--- config.mk ---
export PLATFORM = sky130hd
export DESIGN_NAME = uart_rcv_fifo_flat
export DESIGN_NICKNAME = d
export VERILOG_FILES = /design/src/rtl/uart_pkg.sv /design/src/rtl/uart_rcv_fifo_if.sv /design/src/rtl/rcv_fifo_buffer.sv /design/src/rtl/uart_rcv_fifo.sv /design/src/flat_wrapper.sv
export SDC_FILE = /design/constraint.sdc
export NUM_CORES = 1
export LEC_CHECK = 0
export CAP_MARGIN = 20
export CORE_MARGIN = 10
export CORE_UTILIZATION = 35
export CTS_BUF_LIST = sky130_fd_sc_hd__clkbuf_16
export DETAILED_ROUTE_END_ITERATION = 7
export GPL_TIMING_DRIVEN = 0
export PLACE_DENSITY = 0.55
export SLEW_MARGIN = 10
export SYNTH_ARGS = -nofsm -noshare
export SYNTH_HDL_FRONTEND = slang
export SYNTH_SLANG_ARGS = --single-unit
--- constraint.sdc ---
create_clock -name clk -period 3.2 [get_ports clk]
set_input_delay 0.64 -clock clk [delete_from_list [all_inputs] [get_ports clk]]
set_output_delay 0.64 -clock clk [all_outputs]
set_load 0.005 [all_outputs]
--- src/rtl/uart_pkg.sv ---
// Shared definitions for the UART receive FIFO.
// Holds the capture FSM encoding and the default sizing constants.
package uart_pkg;

  localparam int DEFAULT_DEPTH  = 8;
  localparam int DEFAULT_DATA_W = 8;

  typedef enum logic [1:0] {
    IDLE     = 2'd0,
    CAPTURE  = 2'd1,
    ACK      = 2'd2,
    WAIT_LOW = 2'd3
  } rcv_state_t;

endpackage

--- src/rtl/uart_rcv_fifo_if.sv ---
// Signal bundle between the UART receiver/APB side and the receive FIFO.
// Receiver side: data_ready is a level held with rx_data/framing_error until a one-cycle data_read;
// APB side: read_enable/overflow_clear are single-cycle strobes, outputs are status/head data.
interface uart_rcv_fifo_if #(
  parameter int DATA_W = 8
);
  logic              data_ready;
  logic [DATA_W-1:0] rx_data;
  logic              framing_error;
  logic              data_read;
  logic              read_enable;
  logic              overflow_clear;
  logic [31:0]       pDataRead;
  logic              rcvEmpty;
  logic              rcvFull;
  logic              rcvOverflow;

  modport slave (
    input  data_ready, rx_data, framing_error, read_enable, overflow_clear,
    output data_read, pDataRead, rcvEmpty, rcvFull, rcvOverflow
  );

  modport master (
    output data_ready, rx_data, framing_error, read_enable, overflow_clear,
    input  data_read, pDataRead, rcvEmpty, rcvFull, rcvOverflow
  );
endinterface

--- src/rtl/rcv_fifo_buffer.sv ---
// Circular buffer with show-ahead read data; a push into a full buffer succeeds
// only when a pop happens in the same cycle.
module rcv_fifo_buffer #(
  parameter int DEPTH = 8,
  parameter int W     = 9
) (
  input  logic                     clk,
  input  logic                     rst,
  input  logic                     i_push,
  input  logic                     i_pop,
  input  logic [W-1:0]             i_wdata,
  output logic [W-1:0]             o_rdata,
  output logic                     o_empty,
  output logic                     o_full,
  output logic [$clog2(DEPTH):0]   o_count
);
  localparam int AW = $clog2(DEPTH);

  logic [W-1:0]  r_mem [DEPTH];
  logic [AW-1:0] r_wptr;
  logic [AW-1:0] r_rptr;
  logic [AW:0]   r_count;
  logic          r_empty;
  logic          r_full;

  logic          w_pop_ok;
  logic          w_push_ok;
  logic [AW:0]   w_count_nxt;

  assign w_pop_ok  = i_pop && !r_empty;
  assign w_push_ok = i_push && (!r_full || w_pop_ok);

  always_comb begin
    w_count_nxt = r_count;
    case ({w_push_ok, w_pop_ok})
      2'b10:   w_count_nxt = r_count + 1'b1;
      2'b01:   w_count_nxt = r_count - 1'b1;
      default: w_count_nxt = r_count;
    endcase
  end

  // Flags are registered from the next count so they never disagree with it.
  always_ff @(posedge clk) begin
    if (rst) begin
      r_wptr  <= '0;
      r_rptr  <= '0;
      r_count <= '0;
      r_empty <= 1'b1;
      r_full  <= 1'b0;
    end else begin
      if (w_push_ok) r_wptr <= r_wptr + 1'b1;
      if (w_pop_ok)  r_rptr <= r_rptr + 1'b1;
      r_count <= w_count_nxt;
      r_empty <= (w_count_nxt == '0);
      r_full  <= (w_count_nxt == (AW+1)'(DEPTH));
    end
  end

  always_ff @(posedge clk) begin
    if (w_push_ok) r_mem[r_wptr] <= i_wdata;
  end

  assign o_rdata = r_empty ? '0 : r_mem[r_rptr];
  assign o_empty = r_empty;
  assign o_full  = r_full;
  assign o_count = r_count;
endmodule

--- src/rtl/uart_rcv_fifo.sv ---
// UART receive FIFO: captures each receiver character once, acknowledges it,
// queues {framing_error, char} and tracks a sticky overflow flag.
module uart_rcv_fifo
  import uart_pkg::*;
#(
  parameter int DEPTH  = DEFAULT_DEPTH,
  parameter int DATA_W = DEFAULT_DATA_W
) (
  input  logic                   clk,
  input  logic                   rst,
  uart_rcv_fifo_if.slave         bus,
  output rcv_state_t             o_dbg_state,
  output logic [$clog2(DEPTH):0] o_dbg_count
);
  rcv_state_t        r_state;
  logic              r_data_read;
  logic              r_overflow;

  logic              w_push;
  logic              w_pop_ok;
  logic              w_empty;
  logic              w_full;
  logic              w_overflow_evt;
  logic [DATA_W:0]   w_wdata;
  logic [DATA_W:0]   w_rdata;

  assign w_push         = (r_state == CAPTURE);
  assign w_pop_ok       = bus.read_enable && !w_empty;
  assign w_overflow_evt = w_push && w_full && !w_pop_ok;
  assign w_wdata        = {bus.framing_error, bus.rx_data};

  rcv_fifo_buffer #(
    .DEPTH (DEPTH),
    .W     (DATA_W + 1)
  ) u_buf (
    .clk     (clk),
    .rst     (rst),
    .i_push  (w_push),
    .i_pop   (bus.read_enable),
    .i_wdata (w_wdata),
    .o_rdata (w_rdata),
    .o_empty (w_empty),
    .o_full  (w_full),
    .o_count (o_dbg_count)
  );

  // data_read is raised on the CAPTURE->ACK edge, so it is high exactly while in ACK.
  always_ff @(posedge clk) begin
    if (rst) begin
      r_state     <= IDLE;
      r_data_read <= 1'b0;
      r_overflow  <= 1'b0;
    end else begin
      r_data_read <= 1'b0;
      case (r_state)
        IDLE:     if (bus.data_ready) r_state <= CAPTURE;
        CAPTURE: begin
          r_state     <= ACK;
          r_data_read <= 1'b1;
        end
        ACK:      r_state <= WAIT_LOW;
        WAIT_LOW: if (!bus.data_ready) r_state <= IDLE;
        default:  r_state <= IDLE;
      endcase
      if (w_overflow_evt)          r_overflow <= 1'b1;
      else if (bus.overflow_clear) r_overflow <= 1'b0;
    end
  end

  assign bus.data_read   = r_data_read;
  assign bus.pDataRead   = {{(31 - DATA_W){1'b0}}, w_rdata};
  assign bus.rcvEmpty    = w_empty;
  assign bus.rcvFull     = w_full;
  assign bus.rcvOverflow = r_overflow;
  assign o_dbg_state     = r_state;
endmodule

--- src/flat_wrapper.sv ---
// flat-port wrapper written by rule: the top's interface ports become plain ports
module uart_rcv_fifo_flat import uart_pkg::*;
#(
  parameter int DEPTH  = DEFAULT_DEPTH,
  parameter int DATA_W = DEFAULT_DATA_W
)
  (clk, rst, o_dbg_state, o_dbg_count, bus_data_ready, bus_rx_data, bus_framing_error, bus_read_enable, bus_overflow_clear, bus_data_read, bus_pDataRead, bus_rcvEmpty, bus_rcvFull, bus_rcvOverflow);
  uart_rcv_fifo_if #(.DATA_W(DATA_W)) bus_i ();
  input  logic clk;
  input  logic rst;
  output rcv_state_t o_dbg_state;
  output logic [$clog2(DEPTH):0] o_dbg_count;
  input wire logic [$bits(bus_i.data_ready)-1:0] bus_data_ready;
  input wire logic [$bits(bus_i.rx_data)-1:0] bus_rx_data;
  input wire logic [$bits(bus_i.framing_error)-1:0] bus_framing_error;
  input wire logic [$bits(bus_i.read_enable)-1:0] bus_read_enable;
  input wire logic [$bits(bus_i.overflow_clear)-1:0] bus_overflow_clear;
  output wire logic [$bits(bus_i.data_read)-1:0] bus_data_read;
  output wire logic [$bits(bus_i.pDataRead)-1:0] bus_pDataRead;
  output wire logic [$bits(bus_i.rcvEmpty)-1:0] bus_rcvEmpty;
  output wire logic [$bits(bus_i.rcvFull)-1:0] bus_rcvFull;
  output wire logic [$bits(bus_i.rcvOverflow)-1:0] bus_rcvOverflow;
  assign bus_i.data_ready = bus_data_ready;
  assign bus_i.rx_data = bus_rx_data;
  assign bus_i.framing_error = bus_framing_error;
  assign bus_i.read_enable = bus_read_enable;
  assign bus_i.overflow_clear = bus_overflow_clear;
  assign bus_data_read = bus_i.data_read;
  assign bus_pDataRead = bus_i.pDataRead;
  assign bus_rcvEmpty = bus_i.rcvEmpty;
  assign bus_rcvFull = bus_i.rcvFull;
  assign bus_rcvOverflow = bus_i.rcvOverflow;
  uart_rcv_fifo #(.DEPTH(DEPTH), .DATA_W(DATA_W)) u_core (.clk(clk), .rst(rst), .bus(bus_i), .o_dbg_state(o_dbg_state), .o_dbg_count(o_dbg_count));
endmodule
# Word-level counts from Yosys, hierarchy flattened
# Memories as Yosys holds them, arrays and structs flattened. A register that Yosys moved wholly into a read port is not among the register bits.
# Cells that the tools add are included.
[word_totals]
regBits = 16
mem_count = 1
in_bits = 14
wordCells = 45
out_inout_bits = 42
ramBits = 72
[memory_table]
columns = ["memory", "depth", "width", "read_ports", "rd_clocked_by_memory_dff", "wr", "line_no", "text"]
rows = [
  ["u_core.u_buf.r_mem", 8, 9, 1, 1, 1, "rcv_fifo_buffer.sv:19", "logic [W-1:0] r_mem [DEPTH];"],
]
[classes]
n_eq_ne = 8
muxes = 12
n_reduce_logical = 12
addsub = 4
[op_table]
columns = ["operator", "count"]
rows = [
  ["two-way mux 9 bit", 1],
  ["case mux 2 bit (4 select lines)", 1],
  ["case mux 4 bit (2 select lines)", 1],
  ["adder 3 x 1 -> 3 bit, second input constant", 2],
  ["equality test 2 bit, second input constant", 3],
  ["two-way mux 3 bit", 2],
  ["two-way mux 1 bit", 5],
  ["adder 4 x 1 -> 4 bit, second input constant", 1],
  ["equality test 2 x 1 -> 1 bit, second input constant", 2],
  ["equality test 4 bit, second input constant", 1],
  ["logical AND 1 bit", 4],
  ["logical NOT 4 bit", 1],
  ["two-way mux 2 bit", 2],
  ["!= test 2 bit, second input constant", 2],
  ["subtractor 4 x 1 -> 4 bit, second input constant", 1],
  ["logical NOT 1 bit", 3],
  ["logical NOT 2 bit", 1],
  ["AND reduction 2 bit", 1],
  ["nonzero test 2 bit", 1],
  ["logical OR 1 bit", 1],
]

# Logic depth before layout (Yosys ltp)
[depth]
word_depth = 7
ltp_mapped = 12
mapped_depth_nobuf = 12

# By module
# A second synthesis with hierarchy kept.
[hier_totals]
hier_cells = 241
hier_area_um2 = 3839.9
[modules_own_cells]
columns = ["mod", "area_each_um2", "instances", "seq_area_each_um2", "cells_per_inst"]
rows = [
  ["rcv_fifo_buffer", 3442.1, 1, 2462.4, 195],
  ["uart_rcv_fifo", 397.9, 1, 80.1, 46],
]

# Worst setup path before layout
# Ideal clock, no wire load.
[synth_timing]
path_type = "input -> register"
start = "input port bus_read_enable"
end = "register u_core.u_buf.r_full, in the netlist u_core.u_buf.o_full"
n_path_buf = 0
setup_time_ns = 0.091
arrival_ns = 2.354
t_required_ns = 3.109
slack_ns = 0.754
path_stages = 11
cell_sequence = "nand2b_1 > a21boi_2 > inv_1 > ha_1 > xor2_1 > ha_1 > a21oi_1 > xor2_1 > nor2_1 > xnor2_1 > nor4bb_1"
[synth_between]
elab_chain_cells = 6
elab_cells_between_ends = 7
cone_classes = "3 x eq/ne; 1 x mux; 3 x reduce/logical"
[synth_rtl]
columns = ["item", "line_no", "text"]
rows = [
  ["start: declaration", "flat_wrapper.sv:16", "input wire logic [$bits(bus_i.read_enable)-1:0] bus_read_enable;"],
  ["logical AND 1 bit (*)", "rcv_fifo_buffer.sv:30", "assign w_pop_ok = i_pop && !r_empty;"],
  ["logical OR 1 bit", "rcv_fifo_buffer.sv:31", "assign w_push_ok = i_push && (!r_full || w_pop_ok);"],
  ["logical AND 1 bit", "rcv_fifo_buffer.sv:31", ""],
  ["equality test 2 x 1 -> 1 bit / equality test 2 bit (equally long branches)", "rcv_fifo_buffer.sv:35", "case ({w_push_ok, w_pop_ok})"],
  ["case mux 4 bit (2 select lines) (*)", "rcv_fifo_buffer.sv:35", ""],
  ["equality test 4 bit (*)", "rcv_fifo_buffer.sv:55", "r_full <= (w_count_nxt == (AW+1)'(DEPTH));"],
  ["end signal: assignment", "rcv_fifo_buffer.sv:55", ""],
  ["end: declaration", "rcv_fifo_buffer.sv:24", "logic r_full;"],
]
# Every way passes the cells marked *; elsewhere a longest branch is shown, timed or not.
# A chain may end at the register's enable or synchronous reset.

==> implementation parameters <==
Parameter                              Value

Worst hold path
  Number of cells on the worst hold path ... 2
  Hold Path Origin ... u_core.u_buf.r_rptr[1]
  Worst Hold Class ... reg2reg

Routing
  Residual DRC ... 0
  Via count ... 2013
  Antenna viol nets, final ... 0
  Wire length per cell ... 16.33 µm
  Iter 0 DRT Violations ... 91
  Final routed wirelength across all metal layers ... 7350 µm
  Number of search-and-repair iterations in the first detailed-routing pass ... 4
  Routed vias/inst ... 4.473

Timing
  Worst-case headroom to the max-slew limit ... 0.3287
  Unrepaired setup endpoints after global routing ... no
  Clock skew after layout ... 0.006181 ns
  Final critical-path required period ... 3.014 ns
  Crit share post-route ... 0.9420
  Fmax ... 0.3318 GHz
  Number of slew-limit violations in the final report ... 0
  Final-layout setup total negative slack ... 0 ns
  Slew @ Worst Pin ... 1.003 ns
  Final number of hold-violating endpoints ... 0
  Final setup fails ... 0

Die
  Overall die area ... 15470 µm²
  Starting Density ... 0.3548
  Core region area ... 10750 µm²
  Die width ... approximately 120 µm
  Standard-cell rows ... 38
  Number of ports placed on the die boundary ... 56
  Vertical die dimension ... 124.4 µm

Setup path
  Critical path data arrival time ... 2.37 ns
  Minimum setup slack among reg-to-reg paths ... roughly 0.30 ns
  Ordered cell list for the critical path ... clkbuf_2 > buf_2 > mux4_2 > mux2i_1 > nor2_1 > clkdlybuf4s50_1
  Startpoint kind of the worst setup timing path ... register
  Max stage delay on crit path ... between 0.4 and 0.5 ns
  Launching point of the worst reg2reg path ... u_core.u_buf.o_empty
  Type of the worst setup path ... reg2out
  Critical register-to-register path endpoint ... u_core.u_buf.o_full
  Crit. End Element ... output pin
  Slowest cell on the critical path ... clkdlybuf4s50_1
  Critical Path RT ... between 2 and 3 ns
  Cell depth of the worst flop-to-flop path ... 12
  Peak fanout along the critical path ... 10

Final layout
  # fillers ... 997
  Nets ... 329
  Relative area change from synthesis to final layout ... 23.76%
  Share of cells above drive strength 1 ... 0.2161
  Antenna Diode Count ... 0
  Final instance area ... 4718 µm²
  Share of the core filled with cells in the final layout ... 0.4391

CTS
  Clock sink count ... 91
  Clock root buffer master ... clkbuf_16
  CTS tree ... done
  CTS H-Tree Depth ... 3
  # hold bufs at CTS ... 0
  Number of buffers added by the clock tree synthesis step ... 9
  Count of instances resized after the clock tree is built ... 0
  Number of buffers inserted to repair setup after CTS ... 0
  Clock insertion delay at the later pin of the skew report ... approximately 0.33 ns
  Clock Path Buffers ... 2
  Clk pin slew, worst setup/hold paths ... 0.07 ns

Global route
  Total overflow reported by the global router ... 0
  Global-route wire length before repair ... 11720 µm
  Via count of the first global-routing pass ... approximately 2100
  Pin count of the biggest net entering global routing ... 17
  Antenna violations before repair ... 0
  Combined global-route utilization of all metal layers ... 0.09561

Place
  Area after DPL ... 4415 µm²
  Routability cong. ... 0.6867
  Port buffer count ... 32
  HPWL reported at the end of detailed placement ... a little under 5000 µm

Outcome
  Status ... finished clean

Power
  IR drop worst, VDD ... approximately 0.35 mV
  Power density cells ... 739.8 nW/µm²
  LEAKAGE ... 0.001679 µW
  Power after layout ... 3490 µW

Flow run
  Max-capacitance violation count ... 0

Logic synthesis
  Sequential fraction of the synthesis area ... 0.6669
  Average cell area after synthesis ... 16.02 µm²
  Synthesis-stage register bit count ... 91
  Number of distinct library cells after synthesis ... 32
  Count of yosys warnings during synthesis ... 0
  Synth Instances ... 238
  Total standard cell area after synthesis ... 3812 µm²
==> synth_stat cells <==
library cell	instances	area [µm²]
or3_1	1	6.260
ha_1	10	125.1
clkbuf_1	2	7.510
dfxtp_1	19	380.4
nand2_1	9	33.78
nor4bb_1	1	10.01
and3b_1	1	8.760
a32oi_1	1	8.760
conb_1	1	3.750
a21boi_2	1	11.26
xnor2_1	3	26.28
edfxtp_1	72	2162
nand2b_1	6	37.54
nor2b_1	3	18.77
buf_2	1	5.000
inv_1	5	18.77
o32ai_2	1	16.27
buf_6	1	11.26
buf_1	1	3.750
buf_4	24	180.2
nor2_1	28	105.1
mux4_2	18	405.4
mux2i_1	11	110.1
a21oi_1	6	30.03
nor3_1	2	10.01
a31oi_1	1	6.260
xor2_1	4	35.03
o22ai_1	1	6.260
a211oi_1	1	7.510
a31o_1	1	8.760
clkbuf_2	1	5.000
and2b_1	1	7.510
==> metal layers <==
metal | GRT usage | part of all wire
met5 | 0 | 0
met4 | 0.02056 | 0.0061
met3 | 0.03915 | 0.049
met2 | 0.1523 | 0.49
met1 | 0.1188 | 0.46
==> kinds of logic after synthesis <==
family,count (synthesis),synth area share
other,1,0.0009836
AND/OR/NAND/NOR,52,0.06236
multiplexers,29,0.1352
XOR/XNOR,7,0.01608
AO/OA/AOI/OAI,13,0.02495
flip-flops,91,0.6669
adder cells (fa/ha/maj),10,0.03282
buffers and inverters,35,0.06071
==> critical path, delay by kind of cell (launching register included) <==
kind          cells  cell delay [ns]
buf+inv           3             1.12
flops             1             0.31
mux               2             0.54
simple gates      1             0.07
==> layout by cell type (no fill, tap or decap), types with 2 or more instances in the layout <==
master and n:
xnor2_1 3, nor2_1 28, mux4_2 18, clkinv_2 2
edfxtp_1 72, conb_1 23, ha_1 10, clkinv_4 3
buf_4 26, xor2_1 4, a21oi_1 6, inv_1 5
nand2_1 9, nand2b_1 6, dfxtp_1 19, nor2b_1 3
nor3_2 2, clkdlybuf4s50_1 32, clkbuf_1 2, clkbuf_16 9
mux2i_1 11
==> through the flow <==
step                cells  setup slack [ns]  hold WS, ns
global placement      432           -0.1525       0.4687
detailed placement    434          -0.02118       0.4733
finish                450            0.1857       0.4753
global route          450           0.02037       0.5102
floorplan             260            0.7543       0.4467
CTS                   450            0.1353       0.4803
==> sequential cells by signal (all words and copies together), names as in the netlist, named ones only <==
register                flops
u_core.bus.data_read        1
u_core.u_buf.r_mem         72
u_core.o_dbg_state          2
u_core.bus.rcvOverflow      1
u_core.u_buf.r_rptr         3
u_core.u_buf.o_full         1
u_core.u_buf.r_wptr         3
u_core.u_buf.o_empty        1
u_core.u_buf.o_count        4
==> power breakdown <==
part	switching (µW)	internal, µW
Combinational	432	492
Sequential	82.3	1420
Clock	449	612
Total	963	2530
==> layout make-up <==
class / count / area, µm² / share of cell area
inverters: 5 / 18.77 / 0.003978
flip-flops and latches: 91 / 2542 / 0.5388
repair buffers: 34 / 335.3 / 0.07107
well taps: 140 / 175.2 / 0.03713
plain buffers: 30 / 212.7 / 0.04508
clock buffers: 9 / 225.2 / 0.04773
clock inverters: 7 / 77.57 / 0.01644
multi-input cells: 134 / 1131 / 0.2397
==> worst max-delay path by stage <==
stage	startpoint	to	slack, ns	cells past startpoint
after global placement	bus_read_enable	u_core.u_buf.r_mem[0][2]	-0.15	5
after floorplan	bus_read_enable	u_core.u_buf.o_full	0.75	11
after CTS	register	bus_pDataRead[1]	0.14	6
final	register	bus_pDataRead[1]	0.19	6
after global routing	register	bus_pDataRead[1]	0.02	6
after detailed placement	bus_read_enable	u_core.u_buf.o_full	-0.02	12
No activity file was read; power rests on OpenSTA's default activity.
